===== src/rtl/matrix_uart_dumper.sv =====
// matrix_uart_dumper
//   Reads an m x n matrix of 32-bit words from a synchronous storage port
//   (row-major, address = base + r*n + c, wrapping at 256). Each element is
//   printed as unsigned decimal ASCII of bits [7:0], or '#' if any of bits
//   [31:8] are set. Elements in a row are separated by a space, and each row
//   ends with CR LF. The text is sent on an 8N1 UART line.
//   A one-byte holding register sits in front of the serialiser. This lets the
//   controller fetch and convert the next element while the current byte is
//   still on the line, so bytes leave back-to-back.
//
// Ports
//   clk          clock, rising edge
//   rst          synchronous active-high reset
//   i_start      one-cycle dump request
//   i_base_addr  storage address of element (0,0)
//   i_m, i_n     row / column count, legal 1..5
//   o_rd_addr    storage read address
//   i_rd_data    storage read data, valid one cycle after o_rd_addr
//   o_busy       high while a dump is in progress
//   o_done       one-cycle pulse after the final LF stop bit
//   o_err        one-cycle pulse after a rejected start
//   uart_tx      serial line, idle high
module matrix_uart_dumper #(
  parameter int CLK_FREQ = 100_000_000,
  parameter int BAUD     = 115200
) (
  input  logic        clk,
  input  logic        rst,
  input  logic        i_start,
  input  logic [7:0]  i_base_addr,
  input  logic [2:0]  i_m,
  input  logic [2:0]  i_n,
  output logic [7:0]  o_rd_addr,
  input  logic [31:0] i_rd_data,
  output logic        o_busy,
  output logic        o_done,
  output logic        o_err,
  output logic        uart_tx
);

  localparam int BIT_CYC = CLK_FREQ / BAUD;
  localparam int CYC_W   = (BIT_CYC > 2) ? $clog2(BIT_CYC) : 1;
  localparam logic [CYC_W-1:0] CYC_LAST = CYC_W'(BIT_CYC - 1);

  typedef enum logic [3:0] {
    IDLE     = 4'd0,
    READ     = 4'd1,
    WAIT     = 4'd2,
    CONV     = 4'd3,
    SEND_DIG = 4'd4,
    SEND_SEP = 4'd5,
    SEND_CR  = 4'd6,
    SEND_LF  = 4'd7,
    DONE     = 4'd8
  } state_e;

  state_e state_q, state_d;

  // Controller / datapath registers
  logic [2:0]       m_q, m_d, n_q, n_d, row_q, row_d, col_q, col_d;
  logic [7:0]       addr_q, addr_d;
  logic [7:0]       val_q, val_d;
  logic             hash_q, hash_d;
  logic [1:0]       hund_q, hund_d;
  logic [3:0]       tens_q, tens_d;
  logic [1:0]       dig_idx_q, dig_idx_d;
  logic             lf_sent_q, lf_sent_d;
  // Holding register and serialiser
  logic [7:0]       hold_q, hold_d;
  logic             hold_full_q, hold_full_d;
  logic [8:0]       frame_q, frame_d;
  logic [3:0]       bit_idx_q, bit_idx_d;
  logic [CYC_W-1:0] cyc_q, cyc_d;
  logic             tx_active_q, tx_active_d;
  logic             tx_q, tx_d;
  // Registered status outputs
  logic             busy_q, busy_d, done_q, done_d, err_q, err_d;

  logic             start_ok_s;
  logic             tx_last_s;
  logic             tx_take_s;
  logic             load_s;
  logic [7:0]       load_byte_s;
  logic [1:0]       num_dig_s;
  logic [7:0]       dig_byte_s;

  assign start_ok_s = (i_m != 3'd0) && (i_m <= 3'd5) && (i_n != 3'd0) && (i_n <= 3'd5);
  // Last clock of the stop bit of the byte on the line
  assign tx_last_s  = tx_active_q && (bit_idx_q == 4'd9) && (cyc_q == CYC_LAST);
  // Serialiser takes the held byte when idle or exactly as the current byte ends
  assign tx_take_s  = hold_full_q && (!tx_active_q || tx_last_s);

  // Digit count and ASCII byte for the current digit position
  always_comb begin
    num_dig_s  = 2'd1;
    dig_byte_s = 8'h30;
    if (hash_q) begin
      num_dig_s  = 2'd1;
      dig_byte_s = 8'h23;
    end else if (hund_q != 2'd0) begin
      num_dig_s = 2'd3;
      case (dig_idx_q)
        2'd0:    dig_byte_s = {6'd0, hund_q} + 8'h30;
        2'd1:    dig_byte_s = {4'd0, tens_q} + 8'h30;
        default: dig_byte_s = val_q + 8'h30;
      endcase
    end else if (tens_q != 4'd0) begin
      num_dig_s = 2'd2;
      case (dig_idx_q)
        2'd0:    dig_byte_s = {4'd0, tens_q} + 8'h30;
        default: dig_byte_s = val_q + 8'h30;
      endcase
    end else begin
      num_dig_s  = 2'd1;
      dig_byte_s = val_q + 8'h30;
    end
  end

  // Next-state logic: controller FSM, holding register, serialiser, status
  always_comb begin
    state_d     = state_q;
    m_d         = m_q;
    n_d         = n_q;
    row_d       = row_q;
    col_d       = col_q;
    addr_d      = addr_q;
    val_d       = val_q;
    hash_d      = hash_q;
    hund_d      = hund_q;
    tens_d      = tens_q;
    dig_idx_d   = dig_idx_q;
    lf_sent_d   = lf_sent_q;
    hold_d      = hold_q;
    hold_full_d = hold_full_q;
    frame_d     = frame_q;
    bit_idx_d   = bit_idx_q;
    cyc_d       = cyc_q;
    tx_active_d = tx_active_q;
    tx_d        = tx_q;
    err_d       = 1'b0;
    load_s      = 1'b0;
    load_byte_s = 8'h00;

    case (state_q)
      IDLE: begin
        if (i_start && start_ok_s) begin
          state_d   = READ;
          m_d       = i_m;
          n_d       = i_n;
          addr_d    = i_base_addr;
          row_d     = 3'd0;
          col_d     = 3'd0;
          lf_sent_d = 1'b0;
        end else if (i_start) begin
          err_d = 1'b1;
        end else begin
          err_d = 1'b0;
        end
      end
      READ: state_d = WAIT;
      WAIT: begin
        val_d   = i_rd_data[7:0];
        hash_d  = |i_rd_data[31:8];
        hund_d  = 2'd0;
        tens_d  = 4'd0;
        state_d = CONV;
      end
      // One subtraction per cycle: hundreds first, then tens
      CONV: begin
        if (hash_q) begin
          dig_idx_d = 2'd0;
          state_d   = SEND_DIG;
        end else if (val_q >= 8'd100) begin
          val_d  = val_q - 8'd100;
          hund_d = hund_q + 2'd1;
        end else if (val_q >= 8'd10) begin
          val_d  = val_q - 8'd10;
          tens_d = tens_q + 4'd1;
        end else begin
          dig_idx_d = 2'd0;
          state_d   = SEND_DIG;
        end
      end
      SEND_DIG: begin
        if (!hold_full_q) begin
          load_s      = 1'b1;
          load_byte_s = dig_byte_s;
          if (dig_idx_q == (num_dig_s - 2'd1)) begin
            dig_idx_d = 2'd0;
            state_d   = (col_q == (n_q - 3'd1)) ? SEND_CR : SEND_SEP;
          end else begin
            dig_idx_d = dig_idx_q + 2'd1;
          end
        end else begin
          state_d = SEND_DIG;
        end
      end
      SEND_SEP: begin
        if (!hold_full_q) begin
          load_s      = 1'b1;
          load_byte_s = 8'h20;
          col_d       = col_q + 3'd1;
          addr_d      = addr_q + 8'd1;
          state_d     = READ;
        end else begin
          state_d = SEND_SEP;
        end
      end
      SEND_CR: begin
        if (!hold_full_q) begin
          load_s      = 1'b1;
          load_byte_s = 8'h0D;
          state_d     = SEND_LF;
        end else begin
          state_d = SEND_CR;
        end
      end
      // After the final LF is queued, wait for its stop bit to end
      SEND_LF: begin
        if (!lf_sent_q) begin
          if (!hold_full_q) begin
            load_s      = 1'b1;
            load_byte_s = 8'h0A;
            col_d       = 3'd0;
            if (row_q != (m_q - 3'd1)) begin
              row_d   = row_q + 3'd1;
              addr_d  = addr_q + 8'd1;
              state_d = READ;
            end else begin
              lf_sent_d = 1'b1;
            end
          end else begin
            state_d = SEND_LF;
          end
        end else if (!hold_full_q && tx_last_s) begin
          state_d = DONE;
        end else begin
          state_d = SEND_LF;
        end
      end
      DONE:    state_d = IDLE;
      default: state_d = IDLE;
    endcase

    hold_full_d = hold_full_q && !tx_take_s;
    if (load_s) begin
      hold_full_d = 1'b1;
      hold_d      = load_byte_s;
    end else begin
      hold_d = hold_q;
    end

    // frame_q holds the bits still to send after the current one (stop at MSB)
    if (tx_take_s) begin
      frame_d     = {1'b1, hold_q};
      tx_d        = 1'b0;
      bit_idx_d   = 4'd0;
      cyc_d       = '0;
      tx_active_d = 1'b1;
    end else if (tx_active_q) begin
      if (cyc_q == CYC_LAST) begin
        cyc_d = '0;
        if (bit_idx_q == 4'd9) begin
          tx_active_d = 1'b0;
          tx_d        = 1'b1;
        end else begin
          bit_idx_d = bit_idx_q + 4'd1;
          tx_d      = frame_q[0];
          frame_d   = {1'b1, frame_q[8:1]};
        end
      end else begin
        cyc_d = cyc_q + CYC_W'(1);
      end
    end else begin
      tx_d = 1'b1;
    end

    busy_d = (state_d != IDLE) && (state_d != DONE);
    done_d = (state_d == DONE);
  end

  // FSM state register
  always_ff @(posedge clk) begin
    if (rst) begin
      state_q <= IDLE;
    end else begin
      state_q <= state_d;
    end
  end

  // Datapath, serialiser and registered outputs
  always_ff @(posedge clk) begin
    if (rst) begin
      m_q         <= 3'd0;
      n_q         <= 3'd0;
      row_q       <= 3'd0;
      col_q       <= 3'd0;
      addr_q      <= 8'h00;
      val_q       <= 8'h00;
      hash_q      <= 1'b0;
      hund_q      <= 2'd0;
      tens_q      <= 4'd0;
      dig_idx_q   <= 2'd0;
      lf_sent_q   <= 1'b0;
      hold_q      <= 8'h00;
      hold_full_q <= 1'b0;
      frame_q     <= 9'h1FF;
      bit_idx_q   <= 4'd0;
      cyc_q       <= '0;
      tx_active_q <= 1'b0;
      tx_q        <= 1'b1;
      busy_q      <= 1'b0;
      done_q      <= 1'b0;
      err_q       <= 1'b0;
    end else begin
      m_q         <= m_d;
      n_q         <= n_d;
      row_q       <= row_d;
      col_q       <= col_d;
      addr_q      <= addr_d;
      val_q       <= val_d;
      hash_q      <= hash_d;
      hund_q      <= hund_d;
      tens_q      <= tens_d;
      dig_idx_q   <= dig_idx_d;
      lf_sent_q   <= lf_sent_d;
      hold_q      <= hold_d;
      hold_full_q <= hold_full_d;
      frame_q     <= frame_d;
      bit_idx_q   <= bit_idx_d;
      cyc_q       <= cyc_d;
      tx_active_q <= tx_active_d;
      tx_q        <= tx_d;
      busy_q      <= busy_d;
      done_q      <= done_d;
      err_q       <= err_d;
    end
  end

  assign o_rd_addr = addr_q;
  assign o_busy    = busy_q;
  assign o_done    = done_q;
  assign o_err     = err_q;
  assign uart_tx   = tx_q;

endmodule


===== config.mk =====
export PLATFORM = sky130hd
export DESIGN_NAME = matrix_uart_dumper
export DESIGN_NICKNAME = d
export VERILOG_FILES = /design/src/rtl/matrix_uart_dumper.sv
export SDC_FILE = /design/constraint.sdc
export NUM_CORES = 1
export LEC_CHECK = 0
export ABC_AREA = 1
export ABC_CLOCK_PERIOD_IN_PS = 2100
export BUFFER_PORTS_ARGS = -buffer_cell sky130_fd_sc_hd__clkbuf_2
export CAP_MARGIN = 5
export CORE_MARGIN = 4
export CORE_UTILIZATION = 40
export DETAILED_ROUTE_END_ITERATION = 10
export PLACE_DENSITY = 0.68
export SKIP_LAST_GASP = 1
export SLEW_MARGIN = 40
export SYNTH_ARGS = -nofsm -noshare
export SYNTH_HDL_FRONTEND = slang
export SYNTH_SLANG_ARGS = --single-unit

===== constraint.sdc =====
create_clock -name clk -period 2.1 [get_ports clk]
set_input_delay 0.105 -clock clk [delete_from_list [all_inputs] [get_ports clk]]
set_output_delay 0.105 -clock clk [all_outputs]
set_load 0.005 [all_outputs]

# After elaboration in Yosys (flattened, before gate mapping)
# Index checks and enable logic that the tools add are counted.
dict set report word_totals {
  regBits 78
  latchBits 0
  mem_bits_rw 0
  mem_bits_ro 0
  in_bits 49
  output_inout_bits 12
  word_cells 199
  n_memories 0
}
dict set report classes {
  n_addsub 16
  mul 0
  div 0
  order_cmp 4
  eq_ne 30
  n_shift 0
  mux 83
  bitwise 2
  n_reduce_logical 42
}
# operator n
set ops {}
lappend ops {{8-bit two-way mux} 17}
lappend ops {{4-bit two-way mux} 16}
lappend ops {{4-bit case mux with 8 select lines} 1}
lappend ops {{8-bit case mux with 2 select lines} 2}
lappend ops {{8-bit case mux with 4 select lines} 1}
lappend ops {{3-bit two-way mux} 8}
lappend ops {{8-bit case mux with 3 select lines} 1}
lappend ops {{24-bit OR reduction} 1}
lappend ops {{2-bit two-way mux} 11}
lappend ops {{2-bit != test (second input constant)} 11}
lappend ops {{1-bit two-way mux} 17}
lappend ops {{4-bit by 3-bit equality test with 1-bit output (second input constant)} 4}
lappend ops {{3-bit AND reduction} 4}
lappend ops {{2-bit nonzero test} 6}
lappend ops {{10-bit by 1-bit adder with 10-bit output (second input constant)} 1}
lappend ops {{10-bit equality test (second input constant)} 1}
lappend ops {{1-bit logical AND} 10}
lappend ops {{10-bit two-way mux} 1}
lappend ops {{5-bit AND reduction} 2}
lappend ops {{3-bit != test (second input constant)} 3}
lappend ops {{3-bit case mux with 3 select lines} 1}
lappend ops {{3-bit nonzero test} 3}
lappend ops {{4-bit by 1-bit adder with 4-bit output (second input constant)} 2}
lappend ops {{8-bit by 1-bit adder with 8-bit output (second input constant)} 1}
lappend ops {{37 further kinds} 52}

# Logic depth before layout (Yosys ltp)
# Gate-level depths: netlist (run 1).
dict set report depth {
  ltp_word 11
  depth_mapped 14
  ltp_nobuf 13
}

# Worst setup path before layout (run 1)
# No wires, ideal clock.
dict set report synth_timing {
  path_type {register to register}
  startpoint {register val_q[4]}
  endpoint {register tens_q[3]}
  setup_ns 0.114
  arrival_ns 1.651
  t_required_ns 1.986
  setup_slack_ns 0.335
  stages_incl_launch_ff 13
  n_path_buf 1
  synth_period_minus_slack_ns 1.765
  cell_sequence {dfxtp_1 clkbuf_2 inv_1 ha_1 a21oi_1 inv_1 nand2_1 nand2_1 nand2_1 nand2_4 nor2_2 xor2_1 nor2_1}
}
dict set report synth_between {
  elab_chain_len 3
  elab_cells_between_ends 5
  cone_classes {2 x order compare; 2 x eq/ne; 1 x reduce/logical}
}
# item line_no
set synth_lines {}
lappend synth_lines {{start: declaration} 62} ;# logic [7:0] val_q, val_d;
lappend synth_lines {{start signal: assignment} 321} ;# val_q <= val_d;
lappend synth_lines {{8-bit by 4-bit >= comparator with 1-bit output / 8-bit by 7-bit >= comparator with 1-bit output (equally long branches)} {176, 173}}
lappend synth_lines {{2-bit != test (no source line)} -}
lappend synth_lines {{4-bit AND reduction (no source line) (*)} -}
lappend synth_lines {{end signal: assignment} 324} ;# tens_q <= tens_d;
lappend synth_lines {{end: declaration} 65} ;# logic [3:0] tens_q, tens_d;
# Mark *: on every way between the ends. The rest lies on a longest branch, timed or not.
# A chain may end at the register's enable or synchronous reset.

# Final worst setup path (run 1)
dict set report layout_timing {
  startpoint {register val_q[2]}
  endpoint {register tens_q[3]}
}
# Same word-level chain as after synthesis.

==> results by group, run 1 <==
Run status
  – Outcome: finished clean

Layout
  – Antenna cells: 0
  – Final cell count without fillers: ~910
  – Share of final-layout standard cells stronger than drive strength 1: 0.168
  – Filler cell count in the final layout: 1088
  – Net total in the final layout: 835
  – Post-route design area: approximately 0.0055 mm²
  – Area growth, synth to finish: 18.6%

Setup path
  – CP Buf/Inv Count: 3
  – CP Class: reg2reg
  – Delay of the slowest critical-path stage: approximately 350 ps
  – Cell chain of the critical path: inv_2, ha_1, inv_1, a21oi_1, inv_1, nand2_1, nand2_1, nand2_1, nand2_4, nor2_2, xor2_1, nor2_1
  – Kind of launch point of the worst setup path: flop
  – Register-to-Register Path Depth: 12
  – Max stage delay cell, worst path: sky130_fd_sc_hd__dfxtp_1
  – Critical path's top delay family: simple AND/OR/NAND/NOR gates
  – Beginning of the critical path: val_q[2]
  – Critical R2R Launch: val_q[2]
  – Worst-path maximum fanout: 8
  – Most Frequent Cell on Critical Path: sky130_fd_sc_hd__nand2_1
  – Crit path DAT: 2100 ps
  – Required time at the worst-slack endpoint: 2340 ps
  – Crit. End Element: flop
  – Number of stages on the worst setup path: 12

Timing
  – Remaining max-slew budget at the tightest pin: 0.642
  – Setup repair after global routing missed its margin: no
  – Hold violation total from the final report: 0
  – Worst-Margin Slew: 533 ps
  – Final Skew: ~5.6 ps
  – F_max: ~540 MHz
  – Period Utilization, post-route: 0.887
  – Final setup violation count: 0
  – Hold_ws: 50.9 ps
  – Min setup slack post-route: 237 ps
  – Final Critical Period: 1860 ps
  – Max Transition Viols Final: 0
  – Final setup TNS: 0 ps

Placed design
  – Global placer's final weighted congestion: 0.940
  – # placed instances: just under 900
  – Post-DP Area: 0.00514 mm²
  – DP Worst Slack: ~150 ps
  – Count of input and output buffers: 60
  – Final HPWL DP: 8750 µm

Yosys
  – Net count after synthesis: between 700 and 800
  – Synth top area cells: sky130_fd_sc_hd__dfxtp_1 34%, sky130_fd_sc_hd__nand2_1 14%, sky130_fd_sc_hd__inv_1 6.5%
  – Mapped Area: 0.00462 mm²
  – Yosys reg bits: 78
  – Gate Count Post-Synth: around 690
  – Total of warnings raised by yosys: 0
  – Sequential cell area fraction in the yosys report: 0.338
  – Unique cell type count in the Yosys netlist: 43
  – Share of flip-flops with an asynchronous set or reset after synthesis: 0
  – Count of flip-flops with a built-in enable after synthesis: 0
  – Fraction of post-synthesis cell area in the top cell type by area: 0.338
  – Mean Syn Cell Area: 6.71 µm²
  – Prevailing post-synth register cell: sky130_fd_sc_hd__dfxtp_1
  – Cell type with the highest aggregate area in the netlist: sky130_fd_sc_hd__dfxtp_1

Global routing
  – Largest net degree at the start of global routing: 27
  – Global routing usage summed across all routing layers: 0.181
  – Wire length of the first global-routing pass: approximately 20000 µm
  – Number of antenna violations at the first check in global routing: 0
  – Aggregate global routing overflow: 0
  – Number of global-route vias before repair: 4373

CTS
  – Number of buffers on the longest clock path: 2
  – CTS Buf Count: 9
  – Clock insertion delay at the later pin of the skew report: 350 ps
  – CTS Root Buffer Type: sky130_fd_sc_hd__clkbuf_16
  – Clock transition at the register clock pins on the worst setup and hold paths after CTS: 60 ps
  – TritonCTS clock tree: done
  – Level count of the clock H-tree: 3
  – Number of sinks on the clock net: 78

Route
  – Detailed-route via count: 4645
  – Length of the first detailed-routing pass in iterations: 6
  – DRC errors left: 0
  – Routed via count divided by cell count: 5.11
  – Final ANT Viol Nets: 0
  – Detailed router's first-iteration violation count: 302
  – Mean routed wirelength per cell: 12.7 µm
  – Final WL: 11600 µm

Power
  – Reg power frac: 0.387
  – Switching Share: 0.320
  – Internal cell power: 3.05 mW
  – Switching power: ~1.4 mW
  – Logic pwr share: 0.232
  – Peak VDD IR: 483 µV
  – Clk pwr share: 0.381
  – Power per standard cell area: 817 mW/mm²
  – Static power due to leakage: 2.53 nW

Floorplan
  – Height of the die: 115 µm
  – Die area: 0.0133 mm²
  – Starting density of the core: 0.417
  – Area of the core: 0.0111 mm²
  – # IOs: 61
  – Num rows: 38
  – Die X: 115 µm

Min path
  – Hold wc startpoint: i_rd_data[2]
  – Number of cells on the worst hold path: 5
  – Type of the most critical hold path: in2reg

Job
  – Number of maximum-capacitance constraint violations: 0
[routing by layer]
layer | wire, µm | track usage | up-vias | share of wire
li1 | - | - | 2406 | -
met4 | 212 | 0.0681 | 0 | 0.018
met3 | 604 | 0.0470 | 16 | 0.052
met5 | 0 | 0 | - | 0
met1 | 5180 | 0.221 | 2091 | 0.45
met2 | 5590 | 0.306 | 132 | 0.48
[per-stage QoR]
stage / util / power, mW
floorplan: - / 2.48
finish: 0.495 / 4.48
global placement: 0.464 / 2.75
global route: 0.495 / 4.78
detailed placement: 0.464 / 2.78
CTS: 0.495 / 4.53
[synthesized netlist by cell type, types with 2 or more instances]
cell and count:
sky130_fd_sc_hd__a21oi_1 53, sky130_fd_sc_hd__nand2_4 5, sky130_fd_sc_hd__o22ai_1 4, sky130_fd_sc_hd__o221ai_1 2, sky130_fd_sc_hd__nor2_2 6, sky130_fd_sc_hd__nand2_1 167
sky130_fd_sc_hd__nor4_1 7, sky130_fd_sc_hd__nand3_1 46, sky130_fd_sc_hd__nor3_1 15, sky130_fd_sc_hd__or2_2 6, sky130_fd_sc_hd__a31oi_1 6, sky130_fd_sc_hd__buf_2 3
sky130_fd_sc_hd__clkinv_1 2, sky130_fd_sc_hd__or2_0 2, sky130_fd_sc_hd__ha_1 22, sky130_fd_sc_hd__mux2i_1 2, sky130_fd_sc_hd__o21ai_1 4, sky130_fd_sc_hd__dfxtp_1 78
sky130_fd_sc_hd__nor2_4 4, sky130_fd_sc_hd__clkbuf_1 5, sky130_fd_sc_hd__nand2_2 3, sky130_fd_sc_hd__o21ai_0 40, sky130_fd_sc_hd__buf_6 2, sky130_fd_sc_hd__nor2_1 75
sky130_fd_sc_hd__nor3b_1 2, sky130_fd_sc_hd__o21ai_2 3, sky130_fd_sc_hd__nand4_1 9, sky130_fd_sc_hd__o211ai_1 4, sky130_fd_sc_hd__inv_1 80, sky130_fd_sc_hd__xor2_1 13
sky130_fd_sc_hd__inv_2 7
[layout by cell type, fill, tap and decap left out, drive strengths merged]
cell type / instances
bufinv: 2
buf: 14
o21ai: 47
o211ai: 4
a221oi: 1
nor3b: 2
nor3: 16
o22ai: 4
clkinv: 3
nand3b: 1
nand3: 47
nor4: 7
xnor2: 1
o31ai: 1
nand4: 9
mux2i: 2
clkbuf: 70
nor2: 85
dlygate4sd3: 2
a31oi: 6
or3: 1
a21oi: 54
and3: 1
inv: 89
ha: 22
o221ai: 2
or2: 8
dfxtp: 78
nand2: 175
o21a: 1
clkinvlp: 1
xor2: 13
[power groups by stage]
stage | Combinational (mW) | Sequential [mW] | Clock [mW]
floorplan | 0.745 | 1.74 | 0
global placement | 0.999 | 1.75 | 0
detailed placement | 1.02 | 1.76 | 0
CTS | 1.03 | 1.73 | 1.77
global route | 1.20 | 1.75 | 1.83
finish | 1.04 | 1.73 | 1.71
[repair_timing]
action                                  4_1_cts  5_1_grt
hold buffers                                  2        0
setup buffers                                 0        0
endpoints found under the hold margin         2        0
resized for setup                             0        3
endpoints found under the setup margin        0       10
[layout make-up]
| cell class | instances | area [µm²] | share of cell area |
|---|---|---|---|
| clock buffer | 10 | 229 | 0.0418 |
| clock inverter | 6 | 93.8 | 0.0171 |
| inverter | 89 | 334 | 0.0610 |
| multi-input combinational | 510 | 2660 | 0.486 |
| sequential | 78 | 1560 | 0.285 |
| tap | 140 | 175 | 0.0320 |
| timing repair buffer | 76 | 425 | 0.0776 |
[worst min-delay path: stages]
cell	delay, ps
sky130_fd_sc_hd__clkbuf_2	80
sky130_fd_sc_hd__nand2_1	40
sky130_fd_sc_hd__nand3_1	70
sky130_fd_sc_hd__nand2_1	40
sky130_fd_sc_hd__inv_1	40
[state kept, by name, indices dropped and copies added (netlist names), 2 cells and up]
signal / count
row_q: 3
cyc_q: 10
o_rd_addr: 8
tens_q: 4
n_q: 3
state_q: 4
m_q: 3
val_q: 8
dig_idx_q: 2
hold_q: 8
col_q: 3
hund_q: 2
frame_q: 8
bit_idx_q: 4
[kinds of logic after synthesis]
kind of cell	synth area share
DFF	0.338
muxes	0.00433
xor gates and xnor gates	0.0265
and+or+nand+nor	0.344
adders and majority gates	0.0596
AOI/OAI and AO/OA	0.142
buffers and inverters	0.0864
[final timing paths]
| path | endpoint | slack [ps] |
|---|---|---|
| max | tens_q[3] | 240 |
| min | val_q[2] | 50 |
| max reg2reg | tens_q[3] | 240 |
| min reg2reg | frame_q[6] | 460 |
Note: power is estimated with default switching activity, not from simulation.
==> inputs of run 2 (changes only) <==
--- a/config.mk
+++ b/config.mk
@@ -7,12 +7,14 @@
 export LEC_CHECK = 0
 export ABC_AREA = 1
 export ABC_CLOCK_PERIOD_IN_PS = 2100
-export BUFFER_PORTS_ARGS = -buffer_cell sky130_fd_sc_hd__clkbuf_2
 export CAP_MARGIN = 5
 export CORE_MARGIN = 4
 export CORE_UTILIZATION = 40
+export CTS_BUF_LIST = sky130_fd_sc_hd__clkbuf_4
+export CTS_CLUSTER_SIZE = 25
 export DETAILED_ROUTE_END_ITERATION = 10
-export PLACE_DENSITY = 0.68
+export DONT_BUFFER_PORTS = 1
+export PLACE_DENSITY = 0.63
 export SKIP_LAST_GASP = 1
 export SLEW_MARGIN = 40
 export SYNTH_ARGS = -nofsm -noshare
==> run 2 against run 1 <==
Effect of this change: maximum frequency shrank 1.6%; sequential share of layout area grew 1.1 points; register-to-register slack lost 30 ps; non-clock buffer count shrank 35; utilization shrank 1.9 points; setup slack lost 31 ps; flip-flop and latch count is the same; clock skew grew 13 ps.
==> results by group, run 2 (synthesized netlist as in run 1, its figures left out) <==
Timing
  – Final setup TNS: 0 ps (unchanged)
  – Period Utilization, post-route: 0.902 (+0.0146)
  – F_max: 528 MHz (-1.6%)
  – Hold violation total from the final report: 0 (unchanged)
  – Worst-Margin Slew: 563 ps (+30.4 ps)
  – Remaining max-slew budget at the tightest pin: 0.622 (-0.0193)
  – Final Skew: 19.1 ps (+13.5 ps)
  – Final setup violation count: 0 (unchanged)
  – Final Critical Period: 1890 ps (+30.7 ps)
  – Setup repair after global routing missed its margin: no
  – Max Transition Viols Final: 0 (unchanged)

Placed design
  – Post-DP Area: 0.00481 mm² (-6.4%)
  – Final HPWL DP: 8260 µm (-5.6%)
  – Global placer's final weighted congestion: 0.908 (-3.5%)
  – Count of input and output buffers: 0 (-100%)

Layout
  – Most frequent standard cell in the layout excluding fill and tap cells: sky130_fd_sc_hd__nand2_1
  – Commonest non-fill, non-tap cells in the layout: 167 x sky130_fd_sc_hd__nand2_1, 78 x sky130_fd_sc_hd__inv_1, 78 x sky130_fd_sc_hd__dfxtp_1
  – Post-route design area: 0.00528 mm² (-3.7%)
  – Most flop-heavy register: cyc_q
  – Share of final-layout standard cells stronger than drive strength 1: 0.0926 (-0.0751)
  – Area growth, synth to finish: 14.1%
  – Number of flip-flops in the largest register: 10 (unchanged)
  – Net total in the final layout: 800 (-4.2%)
  – Antenna cells: 0 (unchanged)
  – Core utilization of the finished layout: 0.476 (-0.0185)

CTS
  – Number of buffers inserted by post-CTS setup repair: 0 (unchanged)
  – Level count of the clock H-tree: 3 (unchanged)
  – CTS Buf Count: 9 (unchanged)
  – Clock insertion delay at the later pin of the skew report: 460 ps (+110 ps)
  – Number of sinks on the clock net: 78 (unchanged)
  – Clock transition at the register clock pins on the worst setup and hold paths after CTS: 140 ps (+80 ps)
  – CTS Root Buffer Type: sky130_fd_sc_hd__clkbuf_4
  – Number of buffers on the longest clock path: 2 (unchanged)
  – TritonCTS clock tree: done

Setup path
  – Crit path DAT: 2260 ps (+160 ps)
  – Cell chain of the critical path: inv_1, nand2_4, inv_2, nand2_4, nor2_1, nand3b_4, nor2_4, inv_1, o21ai_0, nor2_1
  – Kind of launch point of the worst setup path: flop
  – Delay of the slowest critical-path stage: 430 ps (+80 ps)
  – Crit. End Element: flop
  – CP Buf/Inv Count: 3 (unchanged)
  – Max stage delay cell, worst path: sky130_fd_sc_hd__dfxtp_1
  – CP Class: reg2reg
  – Worst-path maximum fanout: 13 (+5)
  – Required time at the worst-slack endpoint: 2470 ps (+130 ps)
  – Critical path's top delay family: simple AND/OR/NAND/NOR gates

Route
  – DRC errors left: 0 (unchanged)
  – Detailed router's first-iteration violation count: 225 (-25%)
  – Routed via count divided by cell count: 5.10 (-0.14%)
  – Final ANT Viol Nets: 0 (unchanged)
  – Length of the first detailed-routing pass in iterations: 4 (-2)
  – Mean routed wirelength per cell: 12.8 µm (+0.12%)
  – Final WL: 11200 µm (-3.7%)
  – Detailed-route via count: 4460 (-4.0%)

Floorplan
  – Height of the die: 115 µm (unchanged)
  – Die X: 115 µm (unchanged)
  – # IOs: 61 (unchanged)
  – Num rows: 38 (unchanged)
  – Area of the core: 0.0111 mm² (unchanged)
  – Starting density of the core: 0.417 (unchanged)
  – Die area: 0.0133 mm² (unchanged)

Min path
  – Type of the most critical hold path: in2reg

Global routing
  – Number of global-route vias before repair: 4323 (-1.1%)
  – Met3 demand-to-capacity share in global routing: 0.0423 (-0.00470)
  – Largest net degree at the start of global routing: 27 (unchanged)
  – Aggregate global routing overflow: 0 (unchanged)
  – Wire length of the first global-routing pass: 19300 µm (-1.4%)
  – Global routing usage summed across all routing layers: 0.178 (-0.00261)
  – Met2 usage: 0.306 (-0.000386)
  – Met1 usage: 0.221 (+0.000749)
  – Most used routing layer: met2
  – Number of antenna violations at the first check in global routing: 0 (unchanged)

Power
  – Clk pwr share: 0.262 (-0.119)
  – Power, Total: 3.67 mW (-18%)
  – Switching power: 1.32 mW (-7.6%)
  – Switching Share: 0.360 (+0.0407)
  – Power per standard cell area: 696 mW/mm² (-15%)
  – Reg power frac: 0.475 (+0.088)
  – Internal cell power: 2.35 mW (-23%)
  – Peak VDD IR: 537 µV (+11%)
  – Logic pwr share: 0.263 (+0.031)
  – Static power due to leakage: 2.31 nW (-8.8%)

Run status
  – Outcome: finished clean

Job
  – Number of maximum-capacitance constraint violations: 0 (unchanged)
[run 2: stage by stage]
| stage | std cells | setup WS (ps) | hold slack [ps] |
|---|---|---|---|
| after floorplan | 689 | 335 | 240 |
| after global placement | 827 | 209 | 182 |
| after detailed placement | 827 | 113 | 183 |
| after CTS | 874 | 84.1 | 60.4 |
| after global routing | 874 | 22.8 | 73.9 |
| final | 874 | 206 | 64.6 |
[run 2: repair_timing]
| item | in CTS | in global routing |
|---|---|---|
| hold endpoints to repair | 42 | 0 |
| hold buffers | 31 | 0 |
| gates resized for setup | 0 | 4 |
| setup endpoints to repair | 0 | 11 |
[run 2: layout make-up]
cell class	count	area (µm²)
Sequential cell	78	1560
Timing Repair Buffer	41	395
Multi-Input combinational cell	510	2670
Clock inverter	6	68.8
Fill cell	1107	5800
Inverter	89	334
Clock buffer	10	75.1
Tap cell	140	175
[run 2: per-layer routing]
layer,wire (µm),part of all wire,up-vias
met4,141,0.013,0
met1,5110,0.46,2024
met3,546,0.049,13
met2,5360,0.48,97
met5,0,0,-
li1,-,-,2326
[run 2: tightest hold or removal path, cell delays in order]
cell and delay, ps:
sky130_fd_sc_hd__nand2_1 30, sky130_fd_sc_hd__nand2_1 80, sky130_fd_sc_hd__o21ai_1 130, sky130_fd_sc_hd__nor3_1 140
[run 2: final timing paths]
| kind | endpoint | slack, ps | startpoint | depth (start not counted) |
|---|---|---|---|---|
| hold / removal | o_err | 60 | i_n[2] | 4 |
| setup / recovery | o_rd_addr[3] | 210 | state_q[3] | 10 |
| setup reg to reg | o_rd_addr[3] | 210 | state_q[3] | 10 |
| hold reg to reg | n_q[1] | 470 | n_q[1] | 2 |
[run 2: power by group through the flow]
stage	Sequential (mW)	Combinational [mW]	Clock (mW)
after floorplan	1.74	0.745	0
after global placement	1.77	0.892	0
after detailed placement	1.78	0.902	0
after CTS	1.74	0.962	0.999
after global routing	1.77	1.12	1.07
final	1.74	0.966	0.961
